`src/rtl/mult_add_seq_board.sv`:
```
// rtl/mult_add_seq_board.sv - sequential shift-add multiplier with accumulate, y = a*b + c
// Optional MULT_OVF_CHECK_EN adds port ovf: result does not fit in WIDTH bits.
module mult_add_seq_board #(
    parameter int WIDTH = 16
) (
    input  logic               clk,
    input  logic               rst,
    input  logic               start,
    input  logic [WIDTH-1:0]   a,
    input  logic [WIDTH-1:0]   b,
    input  logic [WIDTH-1:0]   c,
    output logic               busy,
    output logic               done,
    output logic [2*WIDTH-1:0] y
`ifdef MULT_OVF_CHECK_EN
    ,
    output logic               ovf
`endif
);

    localparam int CW = $clog2(WIDTH + 1);
    localparam logic [CW-1:0] LAST_ITER = CW'(WIDTH - 1);

    typedef enum logic [1:0] {
        IDLE = 2'd0,
        CALC = 2'd1,
        DONE = 2'd2
    } state_t;

    state_t               state_q, state_d;
    logic [WIDTH-1:0]     mplr_q, mplr_d;
    logic [2*WIDTH-1:0]   mcand_q, mcand_d;
    logic [2*WIDTH-1:0]   acc_q, acc_d;
    logic [CW-1:0]        count_q, count_d;
    logic                 busy_q, busy_d;
    logic                 done_q, done_d;
    logic [2*WIDTH-1:0]   y_q, y_d;
    logic                 ovf_q, ovf_d;
    logic [2*WIDTH-1:0]   acc_sum;
    logic                 accept;

    // start is honoured from IDLE and DONE, never mid-calculation
    assign accept  = start && (state_q != CALC);
    assign acc_sum = acc_q + (mplr_q[0] ? mcand_q : '0);

    always_comb begin
        state_d = state_q;
        mplr_d  = mplr_q;
        mcand_d = mcand_q;
        acc_d   = acc_q;
        count_d = count_q;
        busy_d  = busy_q;
        done_d  = done_q;
        y_d     = y_q;
        ovf_d   = ovf_q;

        case (state_q)
            IDLE, DONE: begin
                if (accept) begin
                    mplr_d  = a;
                    mcand_d = {{WIDTH{1'b0}}, b};
                    acc_d   = {{WIDTH{1'b0}}, c};
                    count_d = '0;
                    busy_d  = 1'b1;
                    done_d  = 1'b0;
                    ovf_d   = 1'b0;
                    state_d = CALC;
                end
            end
            CALC: begin
                acc_d   = acc_sum;
                mplr_d  = mplr_q >> 1;
                mcand_d = mcand_q << 1;
                count_d = count_q + 1'b1;
                if (count_q == LAST_ITER) begin
                    y_d     = acc_sum;
                    ovf_d   = |acc_sum[2*WIDTH-1:WIDTH];
                    done_d  = 1'b1;
                    busy_d  = 1'b0;
                    state_d = DONE;
                end
            end
            default: begin
                state_d = IDLE;
            end
        endcase
    end

    always_ff @(posedge clk) begin
        if (rst) begin
            state_q <= IDLE;
            mplr_q  <= '0;
            mcand_q <= '0;
            acc_q   <= '0;
            count_q <= '0;
            busy_q  <= 1'b0;
            done_q  <= 1'b0;
            y_q     <= '0;
            ovf_q   <= 1'b0;
        end else begin
            state_q <= state_d;
            mplr_q  <= mplr_d;
            mcand_q <= mcand_d;
            acc_q   <= acc_d;
            count_q <= count_d;
            busy_q  <= busy_d;
            done_q  <= done_d;
            y_q     <= y_d;
            ovf_q   <= ovf_d;
        end
    end

    assign busy = busy_q;
    assign done = done_q;
    assign y    = y_q;

`ifdef MULT_OVF_CHECK_EN
    assign ovf = ovf_q;
`else
    logic unused_ovf;
    assign unused_ovf = ovf_q;
`endif

endmodule

```
`config.mk`:
```
export PLATFORM = sky130hd
export DESIGN_NAME = mult_add_seq_board
export DESIGN_NICKNAME = d
export VERILOG_FILES = /design/src/rtl/mult_add_seq_board.sv
export SDC_FILE = /design/constraint.sdc
export NUM_CORES = 1
export LEC_CHECK = 0
export ABC_CLOCK_PERIOD_IN_PS = 7200
export CORE_MARGIN = 2
export CORE_UTILIZATION = 40
export CTS_CLUSTER_DIAMETER = 30
export DETAILED_ROUTE_END_ITERATION = 10
export GPL_TIMING_DRIVEN = 0
export PLACE_DENSITY_LB_ADDON = 0.2
export SETUP_SLACK_MARGIN = 0.5
export SLEW_MARGIN = 20
export SYNTH_ARGS = -nofsm -noshare
export SYNTH_HDL_FRONTEND = slang
export SYNTH_SLANG_ARGS = --single-unit
```
`constraint.sdc`:
```
create_clock -name clk -period 7.2 [get_ports clk]
set_input_delay 1.44 -clock clk [delete_from_list [all_inputs] [get_ports clk]]
set_output_delay 1.44 -clock clk [all_outputs]
set_load 0.05 [all_outputs]
```
After elaboration in Yosys (flattened, before gate mapping)

Cells that the tools add are included.

$add $sub $neg: 2
Equal/unequal tests: 6
Reductions and logical operators: 8
Mux-type cells: 18

Operators by type and width:

| kind                | count |
|---|---|
| $pmux 32 s2         | 2 |
| $mux 32             | 3 |
| $add 32x32->32      | 1 |
| $pmux 16 s2         | 1 |
| $mux 16             | 1 |
| $pmux 5 s2          | 1 |
| $reduce_and 2->1    | 3 |
| $add 5x1->5 const B | 1 |
| $eq 5x4->1 const B  | 1 |
| $mux 5              | 1 |
| $mux 1              | 4 |
| $mux 2              | 2 |
| $ne 2x2->1 const B  | 2 |
| $pmux 1 s2          | 2 |
| $pmux 2 s2          | 1 |
| $reduce_and 3->1    | 1 |
| $eq 2x1->1 const B  | 1 |
| $eq 2x2->1 const B  | 1 |
| $logic_not 2->1     | 1 |
| $ne 2x1->1 const B  | 1 |
| $reduce_bool 2->1   | 1 |
| $reduce_or 2->1     | 1 |
| $logic_and 1x1->1   | 1 |

Output and inout bits: 34
Bits in registers: 121

Depth between registers and ports, before layout

Depth in word-level cells: 4
Mapped depth: 12
Depth with buffers taken out: 11

Worst setup path before layout

OpenSTA, ideal clock, no wires.

Kind: register -> register
Start point: register mplr_q[0]
End point: register acc_q[30]
Slack: 4349 ps
Library setup time: 87 ps
Stages on the path, launching flop included: 13
Arrival time: 2764 ps
Data required time: 7113 ps
Period minus slack after synthesis: 2851 ps
Path through: dfxtp_1 > clkbuf_1 > and2_1 > ha_1 > fa_1 > a21o_1 > a21o_1 > a211oi_4 > o31ai_2 > a211oi_2 > nor2_1 > o21a_1 > o31ai_1

Word-level cells in the longest chain between the ends: 3

Ends and longest elaborated chain:

| what                     | RTL line | source |
|---|---|---|
| start: declaration       | 31       | `logic [WIDTH-1:0] mplr_q, mplr_d;` |
| start signal: assignment | 102      | `mplr_q <= mplr_d;` |
| $mux 32                  | 44       | `assign acc_sum = acc_q + (mplr_q[0] ? mcand_q : '0);` |
| $add 32x32->32           | 44       |  |
| $pmux 32 s2              | 57       | `case (state_q)` |
| end signal: assignment   | 94       | `acc_q <= '0;` |
| end signal: assignment   | 104      | `acc_q <= acc_d;` |
| end: declaration         | 33       | `logic [2*WIDTH-1:0] acc_q, acc_d;` |

Every way passes these cells.
A chain may end at the register's enable or synchronous reset.

Worst setup path after layout

Ends and elaborated chain as after synthesis.

==> results.py <==
metrics = {
    "sta": {
        "finalCritPeriodShare_pct": 47.7,
        "rsz0062_at_grt": "no",
        "hold_viol": 0,
        "min_period_ns": 3.44,
        "hold_ws_ns": 0.452,
        "max_freq_mhz": 291,
        "setup_tns_ns": 0,
        "relSlewSlack_pct": 47.6,
        "setup_viol": 0,
        "timing.final.max_slew_violations": 0,
        "skew_ns": 0.00839,
        "max_slew.worst_pin.slew_ns": 0.786,
    },
    "floorplan": {
        "die-width_um": 132,
        "die_area_um2": 17300,
        "design.core.area_um2": 15900,
        "start_util_pct": 41.0,
        "die_y_um": 132,
        "io_pins": 85,
        "fp-row-count": 46,
    },
    "setup_path": {
        "cp_slowest_cell": "fa_1",
        "cp-end-kind": "register",
        "cpPeakStageDelay_ns": 0.41,
        "r2r-start": "mplr_q[0]",
        "critPathMostFrequentCell": "a21o_1",
        "cp-start-kind": "register",
        "path_cells": "clkbuf_1 > and2_1 > ha_1 > fa_1 > a21o_1 > a21o_1 > a211oi_4 > o31ai_2 > a211oi_2 > nor2_1 > o21a_1 > o31ai_1",
        "path_max_fanout": 10,
        "crit_start": "mplr_q[0]",
        "required_ns": 7.54,
        "critPathKind": "reg2reg",
        "crit_arrival_ns": 3.77,
    },
    "grt": {
        "grtUsageMet1_pct": 32.5,
        "grt_pass1_vias": 5639,
        "grt_busiest_layer": "met2",
        "grtUsageMet3_pct": 4.78,
        "antenna_found_initial": 0,
        "met2_usage_pct": 33.1,
        "grt_pass1_wl_um": 30600,
        "gr-total-overflow": 0,
        "grt_max_degree": 17,
        "grt_usage_pct": 22.6,
    },
    "clock_tree": {
        "clock-sinks": 121,
        "worstSkewPairLatency_ns": 0.43,
        "cts_inserted_buffers": 17,
        "root_buffer": "clkbuf_16",
        "cts_tree": "done",
        "path_clk_slew_ns": 0.06,
        "clockBufferDepth": 2,
        "post_cts_buffers": 0,
        "h-tree-depth": 4,
        "cts-resized-gates": 0,
        "cts_hold_buf": 0,
    },
    "routing": {
        "ant_nets": 0,
        "routed_wirelength_um": 19500,
        "num_vias": 6130,
        "dr.pass1.iters": 5,
        "drtIter0Drc": 468,
        "drcViolationCount": 0,
        "wl_per_cell_um": 17.4,
        "post_drt_via_cell_ratio": 5.47,
    },
    "yosys": {
        "synth_area_leaders": "dfxtp_1 37%, ha_1 6.3%, nand2_1 5.1%",
        "synth_ff_type": "dfxtp_1",
        "synth_mux_area_share_pct": 0.921,
        "synth_edf_count": 0,
        "ys_seq_area_share_pct": 37.2,
        "synth_xor_area_share_pct": 3.09,
        "synth_top_area_share_pct": 37.2,
        "syn_nets": 877,
        "synth-simple-area-share_pct": 22.1,
        "postSynthCellCount": 792,
        "synth_top_family_by_area": "compound AO/OA/AOI/OAI gates",
        "synth.largest_area_cell": "dfxtp_1",
        "synth_area_um2": 6520,
        "synth_compound_area_share_pct": 26.1,
        "synth_adder_area_share_pct": 6.64,
        "yosys_warnings": 0,
        "synth-seq-cells": 121,
        "syn_avg_cell_area_um2": 8.23,
        "synth_cell_types": 64,
        "async_flop_share_pct": 0,
    },
    "finish": {
        "multi_input_area_um2": 3830,
        "layout_common_cells": "121 x dfxtp_1, 89 x nand2_1, 83 x nor2_1, 83 x clkdlybuf4s50_1, 63 x a21oi_1",
        "post-route-util_pct": 51.7,
        "drive_above_1_share_pct": 6.31,
        "diodes": 0,
        "fillCellCount": 1566,
        "mostFrequentLayoutCell": "dfxtp_1",
        "final_cell_area_um2": 8210,
        "seq_area_um2": 2420,
        "final_nets": 979,
        "areaGrowthSynthToFinish_pct": 26.0,
    },
    "pwr": {
        "p_per_area_nw_per_um2": 218,
        "peakVddDrop_uv": 186,
        "leakage_uw": 0.00331,
        "p_total_uw": 1790,
    },
    "hold_path": {
        "hold_start": "y[21]",
        "hold_path.class": "reg2reg",
    },
    "place": {
        "io_buffer_count": 83,
        "dpl.hpwl_um": 14500,
        "placed_area_um2": 7620,
        "gp_congestion": 0.926,
    },
    "status": {
        "outcome": "complete, no violations",
    },
    "run": {
        "max_cap_violations": 0,
    },
}
[cell families after synthesis]
kind of cell    after synthesis
flops                       121
simple gates                301
compound gates              242
fa+ha+maj                    34
xor+xnor                     23
mux                           6
buf+inv                      65
[flip-flops by register name (all words and copies together), names as in the netlist]
register / cells
acc_q: 32
busy: 1
count_q: 5
done: 1
mcand_q: 32
mplr_q: 16
state_q: 2
y: 32
[critical path, delay by kind of cell, from the launching register on]
family | cells | cell delay (ns)
AOI/OAI and AO/OA | 7 | 1.72
adders and majority gates | 2 | 0.62
DFF | 1 | 0.36
buffers and inverters | 1 | 0.24
and+or+nand+nor | 2 | 0.38
[power by group]
part,switching [uW],internal (uW),total [uW]
Sequential,18.6,698,716
Combinational,121,78.7,199
Clock,312,564,875
[cell usage after synthesis (3+ instances only)]
library cell    n
dfxtp_1       121
nand2_1        89
nor2_1         83
a21oi_1        63
clkbuf_1       50
nor3_1         40
a22oi_1        37
and2_1         35
ha_1           33
o22ai_1        24
a21o_1         23
o21ai_0        21
xnor2_1        16
nand3_1        13
a22o_1          8
and3_1          8
inv_1           7
nand4_1         7
o21a_1          7
o31ai_1         7
xor2_1          7
a211oi_1        6
mux2i_1         6
a31oi_1         5
a32oi_1         5
or3_1           5
buf_1           4
nor2b_1         4
o211ai_1        4
a211o_1         3
a21boi_0        3
a21oi_2         3
a31o_2          3
nand2b_1        3
o21bai_1        3
[path summary, 6_finish.rpt]
path	end	slack (ns)	cells past startpoint
worst max-delay path	acc_q[30]	3.76	12
worst max register to register	acc_q[30]	3.76	12
worst min-delay path	y[21]	0.45	2
worst min register to register	y[21]	0.45	2
[area by class of cell]
type / count / share of cell area [%]
multi-input combinational: 606 / 46.7
sequential: 121 / 29.5
timing repair buffer: 83 / 10.1
inverter: 7 / 0.320
tap: 216 / 3.29
buffer: 58 / 2.90
clock buffer: 21 / 5.73
clock inverter: 8 / 1.48
[per-layer routing]
layer,vias up,part of all wire [%]
met1,2839,48
met4,0,1.9
met3,29,6.5
li1,3064,-
met5,-,0
met2,198,43
[through the flow]
step	setup WS [ns]	cells
finish	3.76	1120
detailed placement	3.43	1091
CTS	3.80	1120
floorplan	4.35	792
global route	3.59	1120
global placement	3.43	1091
Power figures use the tool's default switching activity.
